`src/rtl/timer_pkg.sv`:
```
// timer_pkg: shared types and constants for the keypad-driven MM:SS timer.
//   state_t      - sequencing FSM state encoding (exported on state_o)
//   KEY_*        - keypad command codes (code = 4*row + col)
//   DIG_*_LSB    - bit offsets of each BCD digit in {M10,M1,S10,S1}
//   DEF_*        - parameter defaults derived from a 4 MHz system clock
package timer_pkg;

  typedef enum logic [2:0] {
    ST_IDLE  = 3'd0,
    ST_ENTRY = 3'd1,
    ST_RUN   = 3'd2,
    ST_PAUSE = 3'd3,
    ST_DONE  = 3'd4
  } state_t;

  localparam logic [3:0] KEY_START = 4'hA;
  localparam logic [3:0] KEY_PAUSE = 4'hB;
  localparam logic [3:0] KEY_CLEAR = 4'hC;

  localparam int DIG_S1_LSB  = 0;
  localparam int DIG_S10_LSB = 4;
  localparam int DIG_M1_LSB  = 8;
  localparam int DIG_M10_LSB = 12;

  localparam int DEF_SCAN_DIV       = 4000;      // 1 kHz column step
  localparam int DEF_DEBOUNCE_SCANS = 4;
  localparam int DEF_ALARM_CYCLES   = 12000000;  // 3 s

  function automatic logic is_digit(input logic [3:0] code);
    return code <= 4'd9;
  endfunction

endpackage

```
`src/rtl/keypad_scanner.sv`:
```
// keypad_scanner: drives the 4x4 keypad columns one-hot, samples the rows at
// the end of each column dwell, and debounces whole-scan results into a single
// key event per press (no auto-repeat).
//   clk, rst_n  - clock, asynchronous active-low reset
//   row         - row sense, active high
//   col         - one-hot column drive
//   key_valid   - 1-cycle strobe on the last cycle of the accepting scan
//   key_code    - 4*row + col of the accepted key, valid with key_valid
module keypad_scanner #(
  parameter int SCAN_DIV       = 4000,
  parameter int DEBOUNCE_SCANS = 4
) (
  input  logic       clk,
  input  logic       rst_n,
  input  logic [3:0] row,
  output logic [3:0] col,
  output logic       key_valid,
  output logic [3:0] key_code
);

  localparam int DW = (SCAN_DIV > 1) ? $clog2(SCAN_DIV) : 1;
  localparam int CW = $clog2(DEBOUNCE_SCANS + 1);

  logic [DW-1:0] dwell_cnt_reg;
  logic [1:0]    col_idx_reg;
  logic          hit_reg;
  logic [3:0]    hit_code_reg;
  logic          pressed_reg, pressed_next;
  logic [3:0]    cand_code_reg, cand_code_next;
  logic [CW-1:0] deb_cnt_reg, deb_cnt_next;

  logic          dwell_end, scan_end;
  logic [1:0]    row_idx;
  logic          res_hit;
  logic [3:0]    res_code;
  logic [CW-1:0] cnt_inc;

  genvar gi;
  generate
    for (gi = 0; gi < 4; gi++) begin : g_col
      assign col[gi] = (col_idx_reg == 2'(gi));
    end
  endgenerate

  assign dwell_end = (dwell_cnt_reg == DW'(SCAN_DIV - 1));
  assign scan_end  = dwell_end && (col_idx_reg == 2'd3);

  // Lowest active row wins within a column.
  always_comb begin
    row_idx = 2'd0;
    for (int i = 3; i >= 0; i--) begin
      if (row[i]) row_idx = 2'(i);
    end
  end

  // Scan result includes the sample taken in the final dwell of the scan.
  assign res_hit  = hit_reg || (dwell_end && (|row));
  assign res_code = hit_reg ? hit_code_reg : {row_idx, col_idx_reg};
  assign key_code = res_code;

  always_comb begin
    pressed_next   = pressed_reg;
    cand_code_next = cand_code_reg;
    deb_cnt_next   = deb_cnt_reg;
    key_valid      = 1'b0;
    cnt_inc        = '0;
    if (scan_end) begin
      if (!pressed_reg) begin
        if (res_hit) begin
          if ((deb_cnt_reg != '0) && (res_code == cand_code_reg)) begin
            cnt_inc = deb_cnt_reg + 1'b1;
          end else begin
            cand_code_next = res_code;
            cnt_inc        = CW'(1);
          end
          if (cnt_inc >= CW'(DEBOUNCE_SCANS)) begin
            key_valid    = 1'b1;
            pressed_next = 1'b1;
            deb_cnt_next = '0;
          end else begin
            deb_cnt_next = cnt_inc;
          end
        end else begin
          deb_cnt_next = '0;
        end
      end else begin
        // Any key seen while pressed restarts the release count.
        if (!res_hit) begin
          if ((deb_cnt_reg + 1'b1) >= CW'(DEBOUNCE_SCANS)) begin
            pressed_next = 1'b0;
            deb_cnt_next = '0;
          end else begin
            deb_cnt_next = deb_cnt_reg + 1'b1;
          end
        end else begin
          deb_cnt_next = '0;
        end
      end
    end
  end

  always_ff @(posedge clk or negedge rst_n) begin
    if (!rst_n) begin
      dwell_cnt_reg <= '0;
      col_idx_reg   <= 2'd0;
      hit_reg       <= 1'b0;
      hit_code_reg  <= 4'd0;
      pressed_reg   <= 1'b0;
      cand_code_reg <= 4'd0;
      deb_cnt_reg   <= '0;
    end else begin
      dwell_cnt_reg <= dwell_end ? '0 : dwell_cnt_reg + 1'b1;
      if (dwell_end) col_idx_reg <= col_idx_reg + 2'd1;
      if (scan_end) begin
        hit_reg <= 1'b0;
      end else if (dwell_end && (|row) && !hit_reg) begin
        hit_reg      <= 1'b1;
        hit_code_reg <= {row_idx, col_idx_reg};
      end
      pressed_reg   <= pressed_next;
      cand_code_reg <= cand_code_next;
      deb_cnt_reg   <= deb_cnt_next;
    end
  end

endmodule

```
`src/rtl/keypad_timer_ctrl.sv`:
```
// keypad_timer_ctrl: keypad-driven sequencing controller for the MM:SS BCD
// down-counter. Collects digit keys into a 4-digit preset, validates it on
// START, drives load/run into the counter and raises a timed alarm on expiry.
//   clk, rst_n - clock, asynchronous active-low reset
//   row / col  - keypad row sense in, one-hot column drive out
//   zero       - counter reports 00:00
//   load       - 1-cycle load pulse, counter takes load_bcd
//   load_bcd   - preset {M10,M1,S10,S1}
//   run        - counter decrement enable
//   alarm      - expiry indication
//   entry_bcd  - digits being entered, for display
//   state_o    - FSM state, for debug
module keypad_timer_ctrl
  import timer_pkg::*;
#(
  parameter int SCAN_DIV       = DEF_SCAN_DIV,
  parameter int DEBOUNCE_SCANS = DEF_DEBOUNCE_SCANS,
  parameter int ALARM_CYCLES   = DEF_ALARM_CYCLES
) (
  input  logic        clk,
  input  logic        rst_n,
  input  logic [3:0]  row,
  output logic [3:0]  col,
  input  logic        zero,
  output logic        load,
  output logic [15:0] load_bcd,
  output logic        run,
  output logic        alarm,
  output logic [15:0] entry_bcd,
  output logic [2:0]  state_o
);

  localparam int AW = (ALARM_CYCLES > 1) ? $clog2(ALARM_CYCLES) : 1;

  state_t        state_reg, state_next;
  logic [15:0]   entry_reg, entry_next;
  logic          load_reg, load_next;
  logic [15:0]   load_bcd_reg, load_bcd_next;
  logic          run_reg, run_next;
  logic          alarm_reg, alarm_next;
  logic [AW-1:0] alarm_cnt_reg, alarm_cnt_next;

  logic       key_valid;
  logic [3:0] key_code;
  logic       entry_ok, zero_seen;

  keypad_scanner #(
    .SCAN_DIV       (SCAN_DIV),
    .DEBOUNCE_SCANS (DEBOUNCE_SCANS)
  ) u_scan (
    .clk       (clk),
    .rst_n     (rst_n),
    .row       (row),
    .col       (col),
    .key_valid (key_valid),
    .key_code  (key_code)
  );

  assign entry_ok = (entry_reg != 16'd0) &&
                    (entry_reg[DIG_S10_LSB +: 4] <= 4'd5) &&
                    (entry_reg[DIG_M10_LSB +: 4] <= 4'd9);

  // During the load cycle the counter still shows its previous value (often
  // 00:00 after an expiry), so zero is only trusted once the load has landed.
  assign zero_seen = zero && !load_reg;

  always_comb begin
    state_next     = state_reg;
    entry_next     = entry_reg;
    load_next      = 1'b0;
    load_bcd_next  = load_bcd_reg;
    run_next       = run_reg;
    alarm_next     = alarm_reg;
    alarm_cnt_next = alarm_cnt_reg;
    case (state_reg)
      ST_IDLE: begin
        if (key_valid && is_digit(key_code)) begin
          entry_next = {entry_reg[11:0], key_code};
          state_next = ST_ENTRY;
        end
      end
      ST_ENTRY: begin
        if (key_valid) begin
          if (is_digit(key_code)) begin
            entry_next = {entry_reg[11:0], key_code};
          end else if (key_code == KEY_CLEAR) begin
            entry_next = 16'd0;
            state_next = ST_IDLE;
          end else if ((key_code == KEY_START) && entry_ok) begin
            load_next     = 1'b1;
            load_bcd_next = entry_reg;
            state_next    = ST_RUN;
          end
        end
      end
      ST_RUN, ST_PAUSE: begin
        // RUN holds run high; the first RUN cycle after a load raises it.
        run_next = (state_reg == ST_RUN);
        if ((state_reg == ST_RUN) && zero_seen) begin
          run_next       = 1'b0;
          alarm_next     = 1'b1;
          alarm_cnt_next = AW'(ALARM_CYCLES - 1);
          state_next     = ST_DONE;
        end else if (key_valid) begin
          if (key_code == KEY_CLEAR) begin
            run_next      = 1'b0;
            load_next     = 1'b1;
            load_bcd_next = 16'd0;
            entry_next    = 16'd0;
            state_next    = ST_IDLE;
          end else if ((state_reg == ST_RUN) && (key_code == KEY_PAUSE)) begin
            run_next   = 1'b0;
            state_next = ST_PAUSE;
          end else if ((state_reg == ST_PAUSE) && (key_code == KEY_START)) begin
            run_next   = 1'b1;
            state_next = ST_RUN;
          end
        end
      end
      ST_DONE: begin
        run_next = 1'b0;
        if (key_valid || (alarm_cnt_reg == '0)) begin
          alarm_next = 1'b0;
          entry_next = 16'd0;
          state_next = ST_IDLE;
        end else begin
          alarm_cnt_next = alarm_cnt_reg - 1'b1;
        end
      end
      default: begin
        run_next   = 1'b0;
        alarm_next = 1'b0;
        state_next = ST_IDLE;
      end
    endcase
  end

  always_ff @(posedge clk or negedge rst_n) begin
    if (!rst_n) begin
      state_reg     <= ST_IDLE;
      entry_reg     <= 16'd0;
      load_reg      <= 1'b0;
      load_bcd_reg  <= 16'd0;
      run_reg       <= 1'b0;
      alarm_reg     <= 1'b0;
      alarm_cnt_reg <= '0;
    end else begin
      state_reg     <= state_next;
      entry_reg     <= entry_next;
      load_reg      <= load_next;
      load_bcd_reg  <= load_bcd_next;
      run_reg       <= run_next;
      alarm_reg     <= alarm_next;
      alarm_cnt_reg <= alarm_cnt_next;
    end
  end

  assign load      = load_reg;
  assign load_bcd  = load_bcd_reg;
  assign run       = run_reg;
  assign alarm     = alarm_reg;
  assign entry_bcd = entry_reg;
  assign state_o   = state_reg;

endmodule

```
`config.mk`:
```
export PLATFORM = sky130hd
export DESIGN_NAME = keypad_timer_ctrl
export DESIGN_NICKNAME = d
export VERILOG_FILES = /design/src/rtl/timer_pkg.sv /design/src/rtl/keypad_scanner.sv /design/src/rtl/keypad_timer_ctrl.sv
export SDC_FILE = /design/constraint.sdc
export NUM_CORES = 1
export LEC_CHECK = 0
export BUFFER_PORTS_ARGS = -buffer_cell sky130_fd_sc_hd__buf_2
export CORE_ASPECT_RATIO = 1.75
export CORE_MARGIN = 2
export CORE_UTILIZATION = 59
export CTS_CLUSTER_SIZE = 16
export DETAILED_ROUTE_END_ITERATION = 8
export PLACE_DENSITY = 0.8
export SYNTH_ARGS = -nofsm -noshare
export SYNTH_HDL_FRONTEND = slang
export SYNTH_SLANG_ARGS = --single-unit
```
`constraint.sdc`:
```
create_clock -name clk -period 3.4 [get_ports clk]
set_clock_uncertainty 0.2 [all_clocks]
set_input_delay 0.34 -clock clk [delete_from_list [all_inputs] [get_ports clk]]
set_output_delay 0.34 -clock clk [all_outputs]
set_load 0.03 [all_outputs]
```
======== After elaboration in Yosys (flattened, before gate mapping) ========
Index checks and enable logic that the tools add are counted.
W data, S select, Z words.
storage, ports and cells
  register bits ........................... 89
  input bits .............................. 7
  output and inout bits ................... 42
operators by class
  $add $sub $neg .......................... 4
  order comparisons ....................... 5
  equality and inequality tests ........... 26
  muxes and demuxes ....................... 72
  bitwise gates (word level) .............. 4
  reduce and logical (&&, ||, !) cells .... 35
operator list
  cell                     number
  $mux W16                 14
  $pmux W16 S4             1
  $mux W3                  20
  $mux W24                 2
  $pmux W24 S2             1
  $pmux W16 S2             1
  $logic_not A24 Y1        1
  $sub A24 B1 Y24 const B  1
  $mux W1                  23
  $ne A2 B2 Y1 const B     11
  $reduce_bool A16 Y1      1
  $add A12 B1 Y12 const B  1
  $eq A12 B12 Y1 const B   1
  $eq A4 B4 Y1 const B     3
  $logic_and A1 B1 Y1      12
  $mux W12                 1
  $pmux W3 S4              1
  $le A4 B4 Y1 const B     2
  $mux W2                  4
  $reduce_and A8 Y1        1
  $reduce_and A7 Y1        1
  $eq A3 B2 Y1 const B     2
  $ge A3 B3 Y1 const B     2
  $ne A3 B3 Y1 const B     2
  26 further kinds         37

======== Longest topological paths before layout ========
  depth in word-level cells ............... 19
  mapped depth ............................ 10

======== Cells and area by module ========
From an unflattened synthesis, not the netlist that was laid out.
second synthesis, totals
  cell total of the unflattened synthesis .. 449
  area, all modules ....................... 4615.7 um2
by module, submodules not included
  module             times used  cells an instance  area each (um2)  sequential area each (um2)
  keypad_timer_ctrl  1           309                3178.0           1551.5
  keypad_scanner     1           140                1437.6           675.6

======== Least setup slack after synthesis ========
No wires, ideal clock.
  path type ............................... register -> register
  from .................................... register alarm_cnt_reg[0]
  to ...................................... register entry_reg[10], in the netlist entry_bcd[10]
  setup time .............................. 0.121 ns
  arrival time ............................ 2.451 ns
  setup slack ............................. 0.628 ns
  stages on the path, launching flop included .. 11
  buffers on the path ..................... 1
  path through ............................ dfrtp_1 -> inv_1 -> ha_1 -> nor4b_2 -> nand2_4 -> o41a_1 -> o21ai_2 -> a22oi_2 -> a211o_1 -> buf_6 -> a22o_1
between the ends
  word-level cells in the longest chain between the ends .. 4
RTL lines
  item                                line                      text
  start: declaration                  keypad_timer_ctrl.sv:41   logic [AW-1:0] alarm_cnt_reg, alarm_cnt_next;
  start signal: assignment            keypad_timer_ctrl.sv:154  alarm_cnt_reg <= alarm_cnt_next;
  $logic_not A24 Y1                   keypad_timer_ctrl.sv:122  if (key_valid || (alarm_cnt_reg == '0)) begin
  $logic_or A1 B1 Y1                  keypad_timer_ctrl.sv:122
  $ne A2 B2 Y1 (no source line)       n/a
  $reduce_and A6 Y1 (no source line)  n/a
  end signal: assignment              keypad_timer_ctrl.sv:149  entry_reg <= entry_next;
  end: declaration                    keypad_timer_ctrl.sv:36   logic [15:0] entry_reg, entry_next;
No other way between the ends.
A chain may end at the register's enable or synchronous reset.

======== Final worst setup path ========
  from .................................... register u_scan.hit_reg
  to ...................................... register entry_reg[1], in the netlist entry_bcd[1]
between the ends
  word-level cells in the longest chain between the ends .. 15
  elaborated cells between the ends (all ways) .. 29
  those cells by class .................... 2 x order compare; 6 x eq/ne; 16 x mux; 5 x reduce/logical
RTL lines
  item                                                       line                                               text
  start: declaration                                         keypad_scanner.sv:26                               logic hit_reg;
  start signal: assignment                                   keypad_scanner.sv:106                              hit_reg <= 1'b0;
  start signal: assignment                                   keypad_scanner.sv:115                              hit_reg <= 1'b0;
  start signal: assignment                                   keypad_scanner.sv:117                              hit_reg <= 1'b1;
  $mux W4                                                    keypad_scanner.sv:58                               assign res_code = hit_reg ? hit_code_reg : {row_idx, col_idx_reg};
  $eq A4 B4 Y1                                               keypad_scanner.sv:70                               if ((deb_cnt_reg != '0) && (res_code == cand_code_reg)) begin
  $logic_and A1 B1 Y1                                        keypad_scanner.sv:70
  $mux W3                                                    keypad_scanner.sv:70
  $mux W3                                                    keypad_scanner.sv:69                               if (res_hit) begin
  $mux W3                                                    keypad_scanner.sv:68                               if (!pressed_reg) begin
  $mux W3                                                    keypad_scanner.sv:67                               if (scan_end) begin
  $ge A3 B3 Y1                                               keypad_scanner.sv:76                               if (cnt_inc >= CW'(DEBOUNCE_SCANS)) begin
  $mux W1                                                    keypad_scanner.sv:76
  $mux W1                                                    keypad_scanner.sv:69
  $mux W1                                                    keypad_scanner.sv:68
  $mux W1                                                    keypad_scanner.sv:67
  $logic_or A1 B1 Y1 or $logic_and A1 B1 Y1 (tied branches)  keypad_timer_ctrl.sv:122, keypad_timer_ctrl.sv:77
  $ne A2 B2 Y1 (no source line)                              n/a
  $reduce_and A6 Y1 (no source line)                         n/a
Several ways; a longest one is shown, not always the timed one. The select of a mux whose other input is x is not followed.

==> flow_metrics.env <==
export IMPL_detail_route_antenna_nets=0
export IMPL_hold_path_class="in2reg"
export IMPL_nNetsFinal=549
export IMPL_start_kind="register"
export IMPL_cp_data_required_time_ns=3.43
export IMPL_power_leakage_nw=2.375
export IMPL_fin_crit_sh_pct=91.40
export IMPL_grt_ovfl_total=0
export IMPL_largest_reg_flops=24
export IMPL_syn_mean_instance_area_um2=9.880
export IMPL_port_buffer_count=48
export IMPL_drive_above_1_share_pct=20.22
export IMPL_final_area_um2=5385
export IMPL_status="complete, no violations"
export IMPL_synth_simple_area_share_pct=23.40
export IMPL_numCtsBuffers=9
export IMPL_place_congestion=0.9788
export IMPL_fmax_ghz=0.3218
export IMPL_synth_fa_ha_area_share_pct=2.137
export IMPL_vias=3934
export IMPL_synth_compound_area_share_pct=17.29
export IMPL_syn_to_final_growth_pct=14.99
export IMPL_grt_pass1_wl_mm=17.95
export IMPL_final_util_pct=69.03
export IMPL_dpl_hpwl_mm=7.984
export IMPL_end_kind="register"
export IMPL_layout_commonest_cell="dfrtp_1"
export IMPL_rsz0062_at_grt="false"
export IMPL_vias_per_cell=6.254
export IMPL_most_common_layout_cells="dfrtp_1, nand2_1, buf_2"
export IMPL_layout_cells_non_filler=629
export IMPL_drt_initial_drc_count=310
export IMPL_crit_chain="mux2_2, xor2_1, nor3_2, and4_1, a22oi_2, a211o_1, a22o_1"
export IMPL_cp_arrival_ns=3.14
export IMPL_cts_num_sinks=89
export IMPL_power_density_nw_per_um2=595.7
export IMPL_cts_htree_levels=3
export IMPL_postCtsSetupRepairBufs=0
export IMPL_core_area_um2=7801
export IMPL_yosysSeqAreaShare_pct=47.56
export IMPL_fin_tns_setup_ns=0
export IMPL_synth_async_sr_flop_share_pct=100.0
export IMPL_path_class="reg2reg"
export IMPL_ys_seq_elements=89
export IMPL_cp_max_fo=14
export IMPL_cap_violations=0
export IMPL_initial_core_util_pct=60.03
export IMPL_cts_buffer_depth=2
export IMPL_synth_nets=489
export IMPL_cts_tree="built"
export IMPL_timing_max_transition_violations_final=0
export IMPL_netlist_area_um2=4683
export IMPL_place_inst=612
export IMPL_synth_top_family_by_area="simple AND/OR/NAND/NOR gates"
export IMPL_chipHeight_um=121.9
export IMPL_grt_total_usage_pct=26.30
export IMPL_slew_headroom_pct=49.48
export IMPL_post_route_drc_count=0
export IMPL_insertedDiodeCount=0
export IMPL_clkSlewWorstSetupHoldPaths_ns=0.06
export IMPL_vdd_drop_max_v=0.0003402
export IMPL_synthMuxAreaShare_pct=2.511
export IMPL_first_pass_iters=6
export IMPL_grt_pass1_vias=3841
export IMPL_yosys_warnings=0
export IMPL_wire_per_inst_um=17.36
export IMPL_ys_types=64
export IMPL_synth_edf_count=0
export IMPL_ioPinCount=49
export IMPL_antenna_found_initial=0
export IMPL_crit_slowest_cell="dfrtp_1"
export IMPL_synth_main_ff_cell="dfrtp_1"
export IMPL_synth_xor_area_share_pct=4.114
export IMPL_cpPeakStageDelay_ns=0.58
export IMPL_netlist_instances=474
export IMPL_clk_latency_ns=0.34
export IMPL_placed_area_um2=5079
export IMPL_rows=43
export IMPL_finalHoldViolations=0
export IMPL_grt_max_degree=33
export IMPL_wirelength_mm=10.92
export IMPL_period_needed_ns=3.108
export IMPL_die_w_um=71.35
export IMPL_root_buffer="clkbuf_16"
export IMPL_fillCellCount=599
export IMPL_dieArea_um2=8695
export IMPL_setup_viol=0
export IMPL_worstMarginPinSlew_ns=0.7578
==> power breakdown <==
group | internal [mW] | total [mW] | switching (mW)
logic | 0.319 | 0.969 | 0.650
registers | 1.15 | 1.26 | 0.111
clock network | 0.569 | 0.978 | 0.410
==> through the flow <==
step	setup slack, ns	hold slack [ns]	power (mW)
final	0.2922	0.1129	3.208
after global placement	0.3710	0.08736	2.205
after global routing	0.02985	0.1235	3.362
after floorplan	0.6275	-0.1556	1.937
after detailed placement	0.2287	0.08574	2.227
after CTS	0.2050	0.1125	3.205
==> layer usage <==
| metal | part of all wire [%] | track usage (%) |
|---|---|---|
| met5 | 0 | 0 |
| met4 | 4.7 | 17.33 |
| met3 | 4.4 | 3.970 |
| met2 | 53 | 45.14 |
| met1 | 37 | 29.75 |
==> final cells by class <==
type	count	area, µm²	area share [%]
Clock inverter	7	70.07	1.301
Tap cell	90	112.6	2.091
Sequential cell	89	2227	41.36
Timing Repair Buffer	68	395.4	7.342
Multi-Input combinational cell	356	2317	43.03
Inverter	10	37.54	0.6970
Clock buffer	9	225.2	4.182
==> worst paths after layout <==
path | startpoint | to | slack (ns) | cells after the start
min in group asynchronous | rst_n | entry_bcd[13]$_DFFE_PN0P_ | 0.25 | 2
hold reg to reg | load_bcd[4]$_DFFE_PN0P_ | load_bcd[4]$_DFFE_PN0P_ | 0.28 | 2
setup / recovery | u_scan.hit_reg$_DFFE_PN0P_ | entry_bcd[1]$_DFFE_PN0P_ | 0.29 | 7
max in group asynchronous | rst_n | u_scan.deb_cnt_reg[1]$_DFFE_PN0P_ | 2.01 | 3
hold / removal | row[0] | u_scan.hit_code_reg[3]$_DFFE_PN0P_ | 0.11 | 2
setup reg to reg | u_scan.hit_reg$_DFFE_PN0P_ | entry_bcd[1]$_DFFE_PN0P_ | 0.29 | 7
==> cells by family (layout without fill, tap and decap cells) <==
group | after synthesis | after routing
xor+xnor | 22 | 22
buf+inv | 29 | 94
mux | 11 | 11
fa+ha+maj | 8 | 8
simple gates | 206 | 206
compound gates | 109 | 109
flops | 89 | 89
==> repair_timing <==
action | in CTS | in global routing
hold buffers | 1 | 0
resized for setup | 0 | 1
endpoints found under the setup margin | 0 | 1
hold endpoints to repair | 26 | 0
==> critical path: cells and delay by family, from the launching register on <==
family           cells  cell delay (ns)
AO/OA/AOI/OAI        3             0.92
XOR/XNOR             1             0.17
flip-flops           1             0.58
multiplexers         1             0.46
AND/OR/NAND/NOR      2             0.65
==> synthesized netlist by cell type (3+ instances only) <==
| master | instances | area [µm²] |
|---|---|---|
| nor2b_1 | 6 | 37.54 |
| clkbuf_1 | 11 | 41.29 |
| nor4_1 | 4 | 25.02 |
| or3_1 | 6 | 37.54 |
| nand2_1 | 64 | 240.2 |
| dfrtp_1 | 89 | 2227 |
| o31ai_1 | 7 | 52.55 |
| a22o_1 | 14 | 122.6 |
| nor3_1 | 7 | 35.03 |
| nor4_4 | 3 | 63.81 |
| inv_1 | 10 | 37.54 |
| buf_2 | 4 | 20.02 |
| a211oi_1 | 6 | 45.04 |
| nor2_1 | 44 | 165.2 |
| and2_1 | 6 | 37.54 |
| o21ai_0 | 25 | 125.1 |
| and4_1 | 5 | 43.79 |
| or4_1 | 5 | 37.54 |
| and3_1 | 5 | 31.28 |
| nand4b_1 | 4 | 35.03 |
| nand2b_1 | 5 | 31.28 |
| buf_6 | 3 | 33.78 |
| a21oi_1 | 21 | 105.1 |
| ha_1 | 8 | 100.1 |
| a31oi_1 | 5 | 31.28 |
| o21ai_1 | 3 | 15.01 |
| xor2_1 | 8 | 70.07 |
| mux2i_1 | 5 | 50.05 |
| nand4_1 | 7 | 43.79 |
| nand3_1 | 22 | 110.1 |
| a21o_1 | 3 | 22.52 |
| xnor2_1 | 14 | 122.6 |
| mux2_2 | 6 | 67.56 |
No activity file was read; power rests on OpenSTA's default activity.
